--- config.mk ---
export PLATFORM = sky130hd
export DESIGN_NAME = car_parking_system
export DESIGN_NICKNAME = d
export VERILOG_FILES = /design/src/rtl/car_parking_system.sv
export SDC_FILE = /design/constraint.sdc
export NUM_CORES = 1
export LEC_CHECK = 0
export CORE_AREA = 2 2 39 41
export CTS_BUF_LIST = sky130_fd_sc_hd__clkbuf_8 sky130_fd_sc_hd__clkbuf_16
export CTS_CLUSTER_DIAMETER = 60
export DETAILED_ROUTE_END_ITERATION = 12
export DIE_AREA = 0 0 41 43
export GPL_ROUTABILITY_DRIVEN = 0
export HOLD_SLACK_MARGIN = 0.03
export PLACE_DENSITY = 0.5
export REMOVE_ABC_BUFFERS = 1
export SYNTH_ARGS = -nofsm -noshare
export SYNTH_HDL_FRONTEND = slang
export SYNTH_SLANG_ARGS = --single-unit
--- constraint.sdc ---
create_clock -name CLOCK -period 1.4 [get_ports CLOCK]
set_clock_uncertainty 0.1 [all_clocks]
set_input_delay 0.21 -clock CLOCK [delete_from_list [all_inputs] [get_ports CLOCK]]
set_output_delay 0.21 -clock CLOCK [all_outputs]
set_load 0.1 [all_outputs]
--- src/rtl/car_parking_system.sv ---
// ---------------------------------------------------------------------------
// car_parking_system
//   Gate controller for a single-lane car park entrance. A car arriving at
//   the entrance sensor is held until the keypad shows the password. On a
//   match the gate opens (Green). Once the car reaches the exit sensor the
//   controller returns to idle. If a second car is already waiting while the
//   first one exits, the controller parks in STOP until that car enters the
//   password.
//
// Ports
//   CLOCK      in   1  system clock, rising edge
//   RESET      in   1  synchronous, active-high reset
//   Entrance   in   1  car present at entrance sensor
//   Exit       in   1  car present at exit sensor (passing the gate)
//   PASSWORD   in   4  keypad value, sampled every rising edge
//   Green      out  1  gate-open LED
//   Red        out  1  gate-closed / alert LED
//   INDICATOR  out  3  current state code
// ---------------------------------------------------------------------------
module car_parking_system #(
  parameter logic [3:0] PASSWORD_KEY = 4'b1011
) (
  input  logic       CLOCK,
  input  logic       RESET,
  input  logic       Entrance,
  input  logic       Exit,
  input  logic [3:0] PASSWORD,
  output logic       Green,
  output logic       Red,
  output logic [2:0] INDICATOR
);

  typedef enum logic [2:0] {
    IDLE       = 3'b000,
    HOLD       = 3'b001,
    WRONG_PASS = 3'b010,
    RIGHT_PASS = 3'b011,
    STOP       = 3'b100
  } state_t;

  state_t state_reg;
  state_t state_next;
  logic   green_next;
  logic   red_next;
  logic   match;

  assign match = (PASSWORD == PASSWORD_KEY);

  always_comb begin
    state_next = state_reg;
    unique case (state_reg)
      IDLE:       state_next = Entrance ? HOLD : IDLE;
      HOLD:       state_next = match ? RIGHT_PASS : WRONG_PASS;
      WRONG_PASS: state_next = match ? RIGHT_PASS : WRONG_PASS;
      RIGHT_PASS: begin
        if (Entrance && Exit)
          state_next = STOP;
        else if (Exit)
          state_next = IDLE;
        else
          state_next = RIGHT_PASS;
      end
      STOP:       state_next = match ? RIGHT_PASS : STOP;
      // Codes 101..111 are unreachable in normal operation; recover to IDLE.
      default:    state_next = IDLE;
    endcase
  end

  // Outputs are decoded from the state being entered and registered alongside
  // it, so Red/Green always line up with INDICATOR and carry no input paths
  // at the module boundary.
  always_comb begin
    green_next = 1'b0;
    red_next   = 1'b0;
    case (state_next)
      HOLD, WRONG_PASS, STOP: red_next   = 1'b1;
      RIGHT_PASS:             green_next = 1'b1;
      default: begin
        green_next = 1'b0;
        red_next   = 1'b0;
      end
    endcase
  end

  always_ff @(posedge CLOCK) begin
    if (RESET) begin
      state_reg <= IDLE;
      Green     <= 1'b0;
      Red       <= 1'b0;
    end else begin
      state_reg <= state_next;
      Green     <= green_next;
      Red       <= red_next;
    end
  end

  assign INDICATOR = state_reg;

endmodule

==> results.ini <==
[setup_path]
cp-start-kind=input port
crit_type=input port to flip-flop
cp.required_ns=1.39
endpoint_kind=flip-flop
critical_path_arrival_ns=1.34
crit_chain=clkdlybuf4s50_1 -> and4b_1 -> a311oi_2 -> a21oi_1
slowest_stage=clkdlybuf4s50_1
cpPeakStageDelay_ns=0.46
cp_max_fo=3

[yosys]
synth_most_common_cell=dfxtp_1
synth_flop_cell=dfxtp_1
synth_area_leaders=dfxtp_1 27%, nor4b_4 6.5%, buf_6 6.2%, nor4b_1 4.8%, a221oi_2 4.1%
synth_seq_cells=5
synth_area_leader_cell=dfxtp_1
syn_area_um2=364.1
synth_cell_type_count=27
yosysTopAreaCellShare_pct=27.49
yosysWarnings=0
syn-mean-instance-area_um2=9.841
async_flop_share_pct=0
synth_edf_count=0
synth_cells=37
seq_area_frac_synth_pct=27.49

[placed_design]
placed_area_um2=586.8
dp_hpwl_um=698.8
pre_cts_ws_ns=-0.1622
port_buffers=12
post-place-cells=70

[floorplanning]
io_pins=13
fp.dieW_um=41
fp.coreArea_um2=1384
initial_core_util_pct=26.31
dieArea_um2=1763
row_count=14
die_h_um=43

[cts]
h-tree-depth=1
cts_setup_buffers=0
cts_tree=yes
clkLatencyLatePin_ns=0.22
cts.path.max_buffers=2
numClockSinks=5
cts_root_buf=clkbuf_8
clk_pin_slew_ns=0.03
cts_inserted_buffers=3

[routing]
drt_first_iter_violations=7
first_pass_iters=4
vias_per_cell=4.865
post_drt_wl_per_cell_um=12.04
num_vias=360
ant_nets=0
wirelength_um=891
drc=0

[timing]
finalMaxSlewViolations=0
worstMarginPinSlew_ns=0.2956
hold_viol=0
slew_headroom_pct=80.29
whs_ns=0.6086
finalSetupViolCount=0
fmax_mhz=741.9
fin_crit_sh_pct=96.28
rsz0062_at_grt=false
period_minus_slack_ns=1.348
worst_slack_ns=0.05206

[power_and_ir_drop]
combPwrFrac_pct=33.1
p_sw_share_pct=32.18
seqPwrFrac_pct=27.1
power_density_nw_per_um2=1028
p_int_mw=0.4431
p_switching_mw=0.2103
ir_drop_mv=0.3006
p_leak_nw=0.2561
p_clk_share_pct=39.9

[finish]
diodes=0
final_nets=67
instances_no_fill=74
syn_to_final_growth_pct=74.57
stdcell_area_um2=635.6
drive_gt1_share_pct=41.38
fin_util_pct=45.93

[job]
maxCapViolCount=0

[grt]
grt_pass1_vias=344
gr-total-overflow=0
grt_pass1_wl_mm=1.407
grt_max_degree=13
antenna_found_initial=0
track_usage_pct=12.85

[run_status]
status=finished clean

[worst_hold_path]
hold_class=input port to flip-flop

[worst max-delay path, delay by kind of cell]
kind            cells  cell delay, ns
compound gates      2            0.44
buf+inv             1            0.46
simple gates        1            0.22
[power groups by stage]
stage / logic [mW] / registers [mW] / clock network, mW
after floorplan: 0.0421 / 0.251 / 0
after global placement: 0.213 / 0.178 / 0
after detailed placement: 0.216 / 0.179 / 0
after CTS: 0.216 / 0.178 / 0.269
after global routing: 0.224 / 0.179 / 0.292
final: 0.216 / 0.177 / 0.260
[layout make-up]
| type | instances | area (µm²) |
|---|---|---|
| clock inverter | 1 | 3.754 |
| clock buffer | 3 | 41.29 |
| sequential | 5 | 103.9 |
| tap | 16 | 20.02 |
| timing repair buffer | 21 | 237.7 |
| multi-input combinational | 27 | 225.2 |
| inverter | 1 | 3.754 |
| fill | 132 | 748.2 |
[metal layers]
layer	up-vias	track usage [%]	wire length, µm	share of wire (%)
li1	186	-	-	-
met5	-	0	0	0
met4	0	12.67	0	0
met2	11	17.50	476	53
met1	163	13.18	363	41
met3	0	6.283	51	5.7
[cells by family (layout without fill, tap and decap cells)]
logic type | after synthesis | in the layout | synth area share (%)
buf+inv | 5 | 26 | 10.65
simple gates | 18 | 18 | 41.58
compound gates | 9 | 9 | 20.27
flops | 5 | 5 | 27.49
[per-stage QoR]
stage | setup TNS, ns | power (mW)
after floorplan | -2.678 | 0.2935
after global routing | 0 | 0.6955
after CTS | 0 | 0.6629
final | 0 | 0.6534
after global placement | -0.3247 | 0.3903
after detailed placement | -0.4141 | 0.3946
[sequential cells by signal, indices dropped and copies added (netlist names)]
signal and count:
Green 1, INDICATOR 3, Red 1
[final timing paths]
kind | startpoint | to | slack [ns] | depth (start not counted)
max | PASSWORD[2] | INDICATOR[0]$_SDFF_PP0_ | 0.05 | 4
min | RESET | INDICATOR[1]$_SDFF_PP0_ | 0.61 | 3
max reg2reg | INDICATOR[2]$_SDFF_PP0_ | Green$_SDFF_PP0_ | 0.08 | 4
min reg2reg | INDICATOR[2]$_SDFF_PP0_ | INDICATOR[2]$_SDFF_PP0_ | 0.61 | 3
[timing repair]
item                       4_1_cts  5_1_grt
setup endpoints to repair        3        3
hold buffers                     0        0
resized for setup                2        1
hold endpoints to repair         0        0
[layout by cell type, fill, tap and decap left out, types with 2 or more instances in the layout]
cell	n
buf_4	9
clkdlybuf4s50_1	7
buf_12	5
dfxtp_2	3
clkbuf_8	3
dfxtp_1	2
nand3_1	2
inv_1	2
a21oi_1	2
nor3b_1	2
nor2_1	2
nor4b_1	2
Note: power is estimated with default switching activity, not from simulation.
